<file path="src/rtl/write_back_unit_if.sv">
// Execute-stage result handshake and data-memory response bundle feeding the write-back unit.
interface write_back_unit_if;
    logic        ex_valid;
    logic        ex_ready;
    logic [3:0]  ex_y1_channel;
    logic [1:0]  ex_y2_channel;
    logic [31:0] ex_y1_data;
    logic [31:0] ex_y2_data;
    logic        ex_mem_load;
    logic        mem_rvalid;
    logic [31:0] mem_rdata;
    logic        flush;
    logic [31:0] sys_info;

    modport master (
        output ex_valid, ex_y1_channel, ex_y2_channel, ex_y1_data, ex_y2_data,
               ex_mem_load, mem_rvalid, mem_rdata, flush, sys_info,
        input  ex_ready
    );

    modport slave (
        input  ex_valid, ex_y1_channel, ex_y2_channel, ex_y1_data, ex_y2_data,
               ex_mem_load, mem_rvalid, mem_rdata, flush, sys_info,
        output ex_ready
    );
endinterface

</file>
<file path="src/rtl/write_back_unit.sv">
// Final pipeline stage: decodes y1/y2 destination codes into registered per-register
// value/strobe buses, stalling the pipeline while a memory load is outstanding.
module write_back_unit (
    input  logic               clk,
    input  logic               rst,
    write_back_unit_if.slave   wb,
    output logic [31:0] back_r1, back_r2, back_r3, back_r4, back_r5, back_r6, back_r7,
    output logic [31:0] back_ds, back_flag, back_tpc, back_ipc, back_sp, back_tlb,
    output logic        back_r1_c, back_r2_c, back_r3_c, back_r4_c, back_r5_c, back_r6_c, back_r7_c,
    output logic        back_ds_c, back_flag_c, back_tpc_c, back_ipc_c, back_sp_c, back_tlb_c
);
    localparam int NREG = 13;

    typedef enum logic {IDLE, WAIT_MEM} state_t;

    state_t                 state, state_nxt;
    logic [3:0]             lat_y1_ch;
    logic [1:0]             lat_y2_ch;
    logic [31:0]            lat_y2_data;
    logic                   commit, latch, clear_lat;
    logic [3:0]             c_y1_ch;
    logic [1:0]             c_y2_ch;
    logic [31:0]            c_y1_data, c_y2_data;
    logic [NREG-1:0]        sel1, sel2;
    logic [NREG-1:0][31:0]  back_val;
    logic [NREG-1:0]        back_stb;
    logic                   unused_sys_info;

    assign unused_sys_info = ^{wb.sys_info[31:3], wb.sys_info[1:0]};

    // Register index: 0-6 r1-r7, 7 ds, 8 flag, 9 tpc, 10 ipc, 11 sp, 12 tlb.
    function automatic logic [NREG-1:0] dec_y1(input logic [3:0] ch, input logic tlb_wp);
        logic [NREG-1:0] s;
        s = '0;
        case (ch)
            4'd1, 4'd2, 4'd3, 4'd4, 4'd5, 4'd6, 4'd7: s[ch - 4'd1] = 1'b1;
            4'd8:  s[7]  = 1'b1;
            4'd9:  s[8]  = 1'b1;
            4'd11: s[9]  = 1'b1;
            4'd12: s[10] = 1'b1;
            4'd13: s[11] = 1'b1;
            4'd14: s[12] = ~tlb_wp;
            default: s = '0;
        endcase
        return s;
    endfunction

    function automatic logic [NREG-1:0] dec_y2(input logic [1:0] ch);
        logic [NREG-1:0] s;
        s = '0;
        case (ch)
            2'd1:    s[8]  = 1'b1;
            2'd2:    s[11] = 1'b1;
            default: s = '0;
        endcase
        return s;
    endfunction

    assign wb.ex_ready = (state == IDLE);

    always_ff @(posedge clk) begin
        if (rst) state <= IDLE;
        else     state <= state_nxt;
    end

    always_comb begin
        state_nxt = state;
        commit    = 1'b0;
        latch     = 1'b0;
        clear_lat = 1'b0;
        c_y1_ch   = wb.ex_y1_channel;
        c_y2_ch   = wb.ex_y2_channel;
        c_y1_data = wb.ex_y1_data;
        c_y2_data = wb.ex_y2_data;
        case (state)
            IDLE: begin
                // flush beats accept: the offered result simply vanishes
                if (wb.ex_valid && !wb.flush) begin
                    if (wb.ex_mem_load) begin
                        latch     = 1'b1;
                        state_nxt = WAIT_MEM;
                    end else begin
                        commit = 1'b1;
                    end
                end
            end
            WAIT_MEM: begin
                c_y1_ch   = lat_y1_ch;
                c_y2_ch   = lat_y2_ch;
                c_y1_data = wb.mem_rdata;
                c_y2_data = lat_y2_data;
                if (wb.flush) begin
                    clear_lat = 1'b1;
                    state_nxt = IDLE;
                end else if (wb.mem_rvalid) begin
                    commit    = 1'b1;
                    state_nxt = IDLE;
                end
            end
            default: state_nxt = IDLE;
        endcase
    end

    assign sel1 = dec_y1(c_y1_ch, wb.sys_info[2]);
    assign sel2 = dec_y2(c_y2_ch);

    always_ff @(posedge clk) begin
        if (rst) begin
            lat_y1_ch   <= '0;
            lat_y2_ch   <= '0;
            lat_y2_data <= '0;
            back_val    <= '0;
            back_stb    <= '0;
        end else begin
            if (latch) begin
                lat_y1_ch   <= wb.ex_y1_channel;
                lat_y2_ch   <= wb.ex_y2_channel;
                lat_y2_data <= wb.ex_y2_data;
            end else if (clear_lat) begin
                lat_y1_ch   <= '0;
                lat_y2_ch   <= '0;
                lat_y2_data <= '0;
            end
            back_stb <= commit ? (sel1 | sel2) : '0;
            for (int i = 0; i < NREG; i++) begin
                // y2 overrides y1 when both target the same register
                if (commit && (sel1[i] || sel2[i]))
                    back_val[i] <= sel2[i] ? c_y2_data : c_y1_data;
            end
        end
    end

    assign back_r1   = back_val[0];   assign back_r1_c   = back_stb[0];
    assign back_r2   = back_val[1];   assign back_r2_c   = back_stb[1];
    assign back_r3   = back_val[2];   assign back_r3_c   = back_stb[2];
    assign back_r4   = back_val[3];   assign back_r4_c   = back_stb[3];
    assign back_r5   = back_val[4];   assign back_r5_c   = back_stb[4];
    assign back_r6   = back_val[5];   assign back_r6_c   = back_stb[5];
    assign back_r7   = back_val[6];   assign back_r7_c   = back_stb[6];
    assign back_ds   = back_val[7];   assign back_ds_c   = back_stb[7];
    assign back_flag = back_val[8];   assign back_flag_c = back_stb[8];
    assign back_tpc  = back_val[9];   assign back_tpc_c  = back_stb[9];
    assign back_ipc  = back_val[10];  assign back_ipc_c  = back_stb[10];
    assign back_sp   = back_val[11];  assign back_sp_c   = back_stb[11];
    assign back_tlb  = back_val[12];  assign back_tlb_c  = back_stb[12];
endmodule

</file>
<file path="src/flat_wrapper.sv">
// flat-port wrapper written by rule: the top's interface ports become plain ports
module write_back_unit_flat 
  (clk, rst, back_r1, back_r2, back_r3, back_r4, back_r5, back_r6, back_r7, back_ds, back_flag, back_tpc, back_ipc, back_sp, back_tlb, back_r1_c, back_r2_c, back_r3_c, back_r4_c, back_r5_c, back_r6_c, back_r7_c, back_ds_c, back_flag_c, back_tpc_c, back_ipc_c, back_sp_c, back_tlb_c, wb_ex_valid, wb_ex_y1_channel, wb_ex_y2_channel, wb_ex_y1_data, wb_ex_y2_data, wb_ex_mem_load, wb_mem_rvalid, wb_mem_rdata, wb_flush, wb_sys_info, wb_ex_ready);
  write_back_unit_if wb_i ();
  input  logic clk;
  input  logic rst;
  output logic [31:0] back_r1;
  output logic [31:0] back_r2;
  output logic [31:0] back_r3;
  output logic [31:0] back_r4;
  output logic [31:0] back_r5;
  output logic [31:0] back_r6;
  output logic [31:0] back_r7;
  output logic [31:0] back_ds;
  output logic [31:0] back_flag;
  output logic [31:0] back_tpc;
  output logic [31:0] back_ipc;
  output logic [31:0] back_sp;
  output logic [31:0] back_tlb;
  output logic back_r1_c;
  output logic back_r2_c;
  output logic back_r3_c;
  output logic back_r4_c;
  output logic back_r5_c;
  output logic back_r6_c;
  output logic back_r7_c;
  output logic back_ds_c;
  output logic back_flag_c;
  output logic back_tpc_c;
  output logic back_ipc_c;
  output logic back_sp_c;
  output logic back_tlb_c;
  input wire logic [$bits(wb_i.ex_valid)-1:0] wb_ex_valid;
  input wire logic [$bits(wb_i.ex_y1_channel)-1:0] wb_ex_y1_channel;
  input wire logic [$bits(wb_i.ex_y2_channel)-1:0] wb_ex_y2_channel;
  input wire logic [$bits(wb_i.ex_y1_data)-1:0] wb_ex_y1_data;
  input wire logic [$bits(wb_i.ex_y2_data)-1:0] wb_ex_y2_data;
  input wire logic [$bits(wb_i.ex_mem_load)-1:0] wb_ex_mem_load;
  input wire logic [$bits(wb_i.mem_rvalid)-1:0] wb_mem_rvalid;
  input wire logic [$bits(wb_i.mem_rdata)-1:0] wb_mem_rdata;
  input wire logic [$bits(wb_i.flush)-1:0] wb_flush;
  input wire logic [$bits(wb_i.sys_info)-1:0] wb_sys_info;
  output wire logic [$bits(wb_i.ex_ready)-1:0] wb_ex_ready;
  assign wb_i.ex_valid = wb_ex_valid;
  assign wb_i.ex_y1_channel = wb_ex_y1_channel;
  assign wb_i.ex_y2_channel = wb_ex_y2_channel;
  assign wb_i.ex_y1_data = wb_ex_y1_data;
  assign wb_i.ex_y2_data = wb_ex_y2_data;
  assign wb_i.ex_mem_load = wb_ex_mem_load;
  assign wb_i.mem_rvalid = wb_mem_rvalid;
  assign wb_i.mem_rdata = wb_mem_rdata;
  assign wb_i.flush = wb_flush;
  assign wb_i.sys_info = wb_sys_info;
  assign wb_ex_ready = wb_i.ex_ready;
  write_back_unit u_core (.clk(clk), .rst(rst), .wb(wb_i), .back_r1(back_r1), .back_r2(back_r2), .back_r3(back_r3), .back_r4(back_r4), .back_r5(back_r5), .back_r6(back_r6), .back_r7(back_r7), .back_ds(back_ds), .back_flag(back_flag), .back_tpc(back_tpc), .back_ipc(back_ipc), .back_sp(back_sp), .back_tlb(back_tlb), .back_r1_c(back_r1_c), .back_r2_c(back_r2_c), .back_r3_c(back_r3_c), .back_r4_c(back_r4_c), .back_r5_c(back_r5_c), .back_r6_c(back_r6_c), .back_r7_c(back_r7_c), .back_ds_c(back_ds_c), .back_flag_c(back_flag_c), .back_tpc_c(back_tpc_c), .back_ipc_c(back_ipc_c), .back_sp_c(back_sp_c), .back_tlb_c(back_tlb_c));
endmodule
</file>
<file path="config.mk">
export PLATFORM = sky130hd
export DESIGN_NAME = write_back_unit_flat
export DESIGN_NICKNAME = d
export VERILOG_FILES = /design/src/rtl/write_back_unit_if.sv /design/src/rtl/write_back_unit.sv /design/src/flat_wrapper.sv
export SDC_FILE = /design/constraint.sdc
export NUM_CORES = 1
export LEC_CHECK = 0
export BUFFER_PORTS_ARGS = -buffer_cell sky130_fd_sc_hd__buf_2
export CORE_AREA = 2 2 224 226
export DETAILED_ROUTE_END_ITERATION = 8
export DIE_AREA = 0 0 226 228
export SLEW_MARGIN = 20
export SYNTH_ARGS = -nofsm -noshare
export SYNTH_HDL_FRONTEND = slang
export SYNTH_SLANG_ARGS = --single-unit
</file>
<file path="constraint.sdc">
create_clock -name clk -period 2.5 [get_ports clk]
set_input_delay 0.625 -clock clk [delete_from_list [all_inputs] [get_ports clk]]
set_output_delay 0.625 -clock clk [all_outputs]
set_load 0.02 [all_outputs]
</file>
==> flow_metrics.env, run 1 <==
export IMPL_power_density_mw_per_mm2=640
export IMPL_synth_compound_area_share_pct=7.68
export IMPL_fill_cells=4575
export IMPL_synth_ff_type="dfxtp_1"
export IMPL_antenna_found_initial=5
export IMPL_drc=0
export IMPL_crit_buf_inv=1
export IMPL_relSlewSlack_pct=53.8
export IMPL_die_y_um=228
export IMPL_netlist_top_cells_count="dfxtp_1, mux2i_1, nand2b_1, clkbuf_1, nor2_1"
export IMPL_track_usage_pct=25.1
export IMPL_skew_ps=26.5
export IMPL_synth_area_leaders="dfxtp_1, mux2i_1, nand2b_1"
export IMPL_status="finished clean"
export IMPL_die_area_mm2=0.0515
export IMPL_ctsHoldBuffers=0
export IMPL_max_freq_mhz=439
export IMPL_drv_cap=0
export IMPL_layout_drive_gt1_share_pct=33.2
export IMPL_yosys_warnings=0
export IMPL_clock_path_buffers=3
export IMPL_synth_largest_area_cell="dfxtp_1"
export IMPL_setup_viol=0
export IMPL_ant_nets=0
export IMPL_rows=82
export IMPL_wl_per_cell_um=21.5
export IMPL_rsz0062_at_grt="no"
export IMPL_drt_total_wl_mm=66.7
export IMPL_yosysTopAreaCellShare_pct=47.0
export IMPL_ys_seq_area_share_pct=47.0
export IMPL_coreArea_mm2=0.0493
export IMPL_postCtsResizedCells=0
export IMPL_fin_area_mm2=0.0253
export IMPL_avgViaCountPerCell=5.16
export IMPL_root_buffer="clkbuf_16"
export IMPL_grt_max_degree=117
export IMPL_cts_tree="yes"
export IMPL_critPathCaptureType="flop"
export IMPL_slew_violations=0
export IMPL_critPathKind="reg2reg"
export IMPL_post_cts_buffers=0
export IMPL_path_clk_slew_ps=60
export IMPL_p_leak_nw=13.3
export IMPL_tns_ps=0
export IMPL_synthAdderAreaFrac_pct=0
export IMPL_synth_xor_area_share_pct=0
export IMPL_synth_cell_type_count=34
export IMPL_synth_edff_count=0
export IMPL_min_path_type="in2reg"
export IMPL_synthSimpleGateAreaFrac_pct=17.5
export IMPL_synth_top_family_by_area="multiplexers"
export IMPL_crit_fanout=32
export IMPL_worstPathRequired_ps=3030
export IMPL_reg2reg_slack_ps=220
export IMPL_instances_no_fill=3104
export IMPL_period_share_pct=91.0
export IMPL_ys_seq_elements=468
export IMPL_fin_nets=2531
export IMPL_syn_to_final_growth_pct=26.7
export IMPL_overflow=0
export IMPL_crit_chain="or3b_2 -> buf_4 -> nor2_1 -> a2111oi_0 -> mux2_2"
export IMPL_register_area_mm2=0.00937
export IMPL_utilization_pct=51.2
export IMPL_worst_slew_pin_slew_ps=676
export IMPL_clock_sinks=468
export IMPL_port_buffers=538
export IMPL_crit_arrival_ps=2800
export IMPL_grt_pass1_wl_mm=99.6
export IMPL_start_kind="flop"
export IMPL_synth_area_mux_share_pct=23.1
export IMPL_final_hold_viol_count=0
export IMPL_synth_most_common_cell="dfxtp_1"
export IMPL_gp_congestion=0.836
export IMPL_cp_top_family="compound AO/OA/AOI/OAI gates"
export IMPL_insertion_delay_ps=600
export IMPL_boundaryPins=570
export IMPL_num_vias=16000
export IMPL_cpPeakStageDelay_ps=600
export IMPL_h_tree_depth=2
export IMPL_avgSynthCellArea_um2=10.4
export IMPL_syn_cell_area_mm2=0.0199
export IMPL_die_w_um=226
export IMPL_dpl_cell_area_mm2=0.0236
export IMPL_cts_buffers=51
export IMPL_syn_num_nets=2058
export IMPL_period_needed_ps=2280
export IMPL_slowest_stage="a2111oi_0"
export IMPL_vdd_drop_max_uv=509
export IMPL_hpwl_mm=46.9
export IMPL_start_util_pct=40.4
export IMPL_firstDrtPassIters=5
export IMPL_dp_cells=3010
export IMPL_grt_pass1_vias=16100
export IMPL_async_flop_share_pct=0
export IMPL_drtIter0Drc=1002
export IMPL_multi_input_area_mm2=0.00970
export IMPL_synth_cells=1918
sequential cells by signal (all words and copies together) (netlist names):
name	cells
u_core.back_r2	32
u_core.lat_y1_ch	4
u_core.back_stb	13
u_core.back_r1	32
u_core.back_r7	32
u_core.state	1
u_core.back_r5	32
u_core.back_flag	32
u_core.back_sp	32
u_core.back_r3	32
u_core.back_tpc	32
u_core.back_tlb	32
u_core.back_ipc	32
u_core.lat_y2_data	32
u_core.back_r6	32
u_core.back_r4	32
u_core.lat_y2_ch	2
u_core.back_ds	32
metal layers:
layer  GRT usage, %  wire, um
met1           32.5     29100
met2           41.8     31200
met3           6.22      4920
met4           6.33      1470
met5              0        36
per-stage QoR:
step,setup WS [ps],hold WS [ps],power (mW)
after global routing,58.5,321,16.7
after global placement,29.4,456,8.93
after detailed placement,12.2,462,8.95
final,224,329,16.2
after CTS,197,294,16.3
after floorplan,242,490,8.44
worst reg2reg max path: cells and delay by family (launching register included):
family,cells,cell delay [ps]
AO/OA/AOI/OAI,1,600
multiplexers,1,270
buffers and inverters,1,300
flip-flops,1,580
AND/OR/NAND/NOR,2,480
report_power, final:
part           internal (mW)  leakage [nW]  switching (mW)  total (mW)
combinational          0.478          8.69           0.740        1.22
clock                   4.26         0.809            3.11        7.37
sequential              7.53          3.77          0.0479        7.58
total                   12.3          13.3            3.90        16.2
final timing paths:
check	start	to	cells after the start
max reg2reg	u_core.state$_SDFF_PP0_	u_core.back_flag[12]$_SDFFE_PP0P_	5
max	u_core.state$_SDFF_PP0_	u_core.back_flag[12]$_SDFFE_PP0P_	5
min reg2reg	u_core.back_r6[28]$_SDFFE_PP0P_	u_core.back_r6[28]$_SDFFE_PP0P_	2
min	wb_ex_y2_data[29]	u_core.lat_y2_data[29]$_SDFFE_PP0P_	3
cell usage in the layout (no fill, tap or decap), types with 2 or more instances in the layout:
cell        count
buf_2         537
dfxtp_1       467
mux2i_1       385
nand2b_1      353
nor2_1        117
mux2_2         66
o32ai_1        64
a2111oi_0      64
nor2b_1        64
clkbuf_16      52
a22oi_1        40
inv_1          35
or2_2          32
buf_4          32
buf_12         31
clkbuf_8       15
clkinv_2        9
clkbuf_1        9
nand3b_1        6
nand2_1         6
or3b_2          4
nand2_4         4
clkinvlp_4      4
diode_2         3
nand2_2         3
nand3_2         3
nand3_1         2
nor3_1          2
a21oi_1         2
nor2b_2         2
o21ai_4         2
clkinv_8        2
logic make-up (layout without fill, tap and decap cells):
family	Yosys count	in the layout
simple gates	602	602
mux	451	451
buf+inv	216	727
flops	468	468
compound gates	181	181
other cells	0	3
cell type report:
| class | instances | area share, % |
|---|---|---|
| Sequential cell | 468 | 37.1 |
| Multi-Input combinational cell | 1234 | 38.4 |
| Antenna cell | 3 | 0.0297 |
| Timing Repair Buffer | 601 | 14.1 |
| Clock inverter | 15 | 0.426 |
| Clock buffer | 76 | 6.10 |
| Tap cell | 672 | 3.33 |
| Inverter | 35 | 0.520 |
(Power assumes the default switching activity.)
==> inputs of run 2 (changes only) <==
--- a/config.mk
+++ b/config.mk
@@ -7,8 +7,10 @@
 export LEC_CHECK = 0
 export BUFFER_PORTS_ARGS = -buffer_cell sky130_fd_sc_hd__buf_2
 export CORE_AREA = 2 2 224 226
+export CTS_BUF_LIST = sky130_fd_sc_hd__clkbuf_2 sky130_fd_sc_hd__clkbuf_4 sky130_fd_sc_hd__clkbuf_8
 export DETAILED_ROUTE_END_ITERATION = 8
 export DIE_AREA = 0 0 226 228
+export PLACE_DENSITY = 0.67
 export SLEW_MARGIN = 20
 export SYNTH_ARGS = -nofsm -noshare
 export SYNTH_HDL_FRONTEND = slang
==> constraint.sdc (replaced) <==
create_clock -name clk -period 1.9 [get_ports clk]
set_input_delay 0.475 -clock clk [delete_from_list [all_inputs] [get_ports clk]]
set_output_delay 0.475 -clock clk [all_outputs]
set_load 0.02 [all_outputs]
==> flow_metrics.env, run 2 (same netlist as run 1, synthesis figures left out) <==
export IMPL_ant_nets=0
export IMPL_p_int_mw=16.1
export IMPL_dpl_cell_area_mm2=0.0242
export IMPL_hold_path_end="u_core.lat_y2_data[14]$_SDFFE_PP0P_"
export IMPL_max_freq_mhz=493
export IMPL_seqPwrFrac_pct=46.5
export IMPL_drc=0
export IMPL_period_needed_ps=2030
export IMPL_boundaryPins=570
export IMPL_setup_slack_ps=-130
export IMPL_hold_ws_ps=100
export IMPL_critPathKind="reg2reg"
export IMPL_gp_congestion=0.885
export IMPL_crit_fanout=33
export IMPL_pre_cts_slack_ps=-358
export IMPL_layout_drive_gt1_share_pct=37.0
export IMPL_crit_arrival_ps=2560
export IMPL_reg2reg_depth=6
export IMPL_rsz0062_at_grt="yes"
export IMPL_avgViaCountPerCell=5.19
export IMPL_period_share_pct=107
export IMPL_skew_ps=20.8
export IMPL_switching_power_mw=5.34
export IMPL_hold_path_startpoint="wb_ex_y2_data[14]"
export IMPL_grt_pass1_vias=16700
export IMPL_coreArea_mm2=0.0493
export IMPL_r2r_end="u_core.back_r3[22]$_SDFFE_PP0P_"
export IMPL_slew_violations=0
export IMPL_min_path_type="in2reg"
export IMPL_switching_share_pct=24.9
export IMPL_setup_viol=328
export IMPL_p_leak_nw=13.8
export IMPL_fin_nets=2624
export IMPL_insertion_delay_ps=660
export IMPL_wl_per_cell_um=20.8
export IMPL_power_density_mw_per_mm2=821
export IMPL_firstDrtPassIters=6
export IMPL_vdd_drop_max_uv=615
export IMPL_cts_buffers=82
export IMPL_h_tree_depth=3
export IMPL_r2r_start="u_core.state$_SDFF_PP0_"
export IMPL_final_common_cell="buf_2"
export IMPL_syn_to_final_growth_pct=31.0
export IMPL_num_vias=16700
export IMPL_port_buffers=538
export IMPL_hpwl_mm=47.2
export IMPL_utilization_pct=52.9
export IMPL_reg2reg_slack_ps=-130
export IMPL_whs_path_depth=3
export IMPL_most_common_layout_cells="buf_2, dfxtp_1, mux2i_1"
export IMPL_overflow=0
export IMPL_worstPathRequired_ps=2430
export IMPL_ctsHoldBuffers=0
export IMPL_rows=82
export IMPL_drv_cap=0
export IMPL_drtIter0Drc=1001
export IMPL_drt_total_wl_mm=67.0
export IMPL_violations="setup timing"
export IMPL_clock_sinks=468
export IMPL_relSlewSlack_pct=60.3
export IMPL_fin_area_mm2=0.0261
export IMPL_antenna_found_initial=11
export IMPL_track_usage_pct=24.9
export IMPL_status="finished with violations"
export IMPL_combinationalPowerShare_pct=8.2
export IMPL_die_area_mm2=0.0515
export IMPL_p_clk_share_pct=45.4
export IMPL_die_y_um=228
export IMPL_grt_max_degree=75
export IMPL_start_util_pct=40.4
export IMPL_grt_pass1_wl_mm=99.3
export IMPL_critPathCaptureType="flop"
export IMPL_die_w_um=226
export IMPL_start_kind="flop"
export IMPL_final_hold_viol_count=0
export IMPL_clock_path_buffers=3
export IMPL_path_clk_slew_ps=60
export IMPL_cts_tree="yes"
export IMPL_root_buffer="clkbuf_8"
export IMPL_worst_slew_pin_slew_ps=581
export IMPL_power_total_mw=21.4
==> run 2: changes by cell type in the layout (fill, tap and decap cells not counted), moves of 10 or more <==
cell,delta
or2_4,+10
clkbuf_16,-50
or2_2,-10
buf_4,+41
clkbuf_8,+89
buf_12,+10
clkbuf_4,+28
a2111oi_0,-12
==> run 2: area by class of cell <==
type,instances,area (um2)
tap,672,841
sequential,468,9370
timing repair buffer,663,4230
clock inverter,12,80.1
fill,4461,23200
multi-input combinational,1234,9810
antenna,6,15.0
clock buffer,132,1640
inverter,35,131
==> run 2: power by group through the flow <==
stage | Sequential [mW] | Clock (mW) | Combinational [mW]
global route | 9.97 | 10.3 | 1.86
floorplan | 10.2 | 0 | 0.853
finish | 9.97 | 9.73 | 1.75
detailed placement | 10.2 | 0 | 1.70
CTS | 9.97 | 9.90 | 1.72
global placement | 10.2 | 0 | 1.67
==> run 2: timing repair <==
| action | 4_1_cts | 5_1_grt |
|---|---|---|
| endpoints found under the setup margin | 382 | 422 |
| setup buffers | 1 | 1 |
| gates cloned | 0 | 3 |
| resized for setup | 29 | 17 |
| pin swaps | 1 | 1 |
==> run 2: worst max-delay path by stage <==
stage / startpoint / endpoint / slack [ps]
global placement: wb_ex_mem_load / u_core.back_r3[13]$_SDFFE_PP0P_ / -350
global route: u_core.state$_SDFF_PP0_ / u_core.back_r4[13]$_SDFFE_PP0P_ / -180
finish: u_core.state$_SDFF_PP0_ / u_core.back_r3[22]$_SDFFE_PP0P_ / -130
CTS: u_core.state$_SDFF_PP0_ / wb_ex_ready / -120
floorplan: wb_ex_mem_load / u_core.back_r4[11]$_SDFFE_PP0P_ / -150
detailed placement: wb_ex_y2_channel[0] / u_core.back_sp[20]$_SDFFE_PP0P_ / -360
==> run 2: through the flow <==
step	TNS (ps)	instances
detailed placement	-96270	3067
finish	-17110	3222
global placement	-93760	3067
floorplan	-38810	1918
CTS	-19290	3212
global route	-42210	3218
==> run 2: routing by layer <==
layer / vias up / track usage, % / routed length, um
li1: 7759 / - / -
met1: 8078 / 30.9 / 27700
met2: 725 / 40.8 / 31600
met3: 137 / 7.74 / 5900
met4: 12 / 8.80 / 1650
met5: - / 0 / 67
==> run 2: worst max-delay path, cell delays in order (launching register included) <==
cell,delay (ps)
dfxtp_4,400
or3b_4,450
a2111oi_4,340
buf_4,200
nand2_2,70
buf_12,180
mux2i_2,190
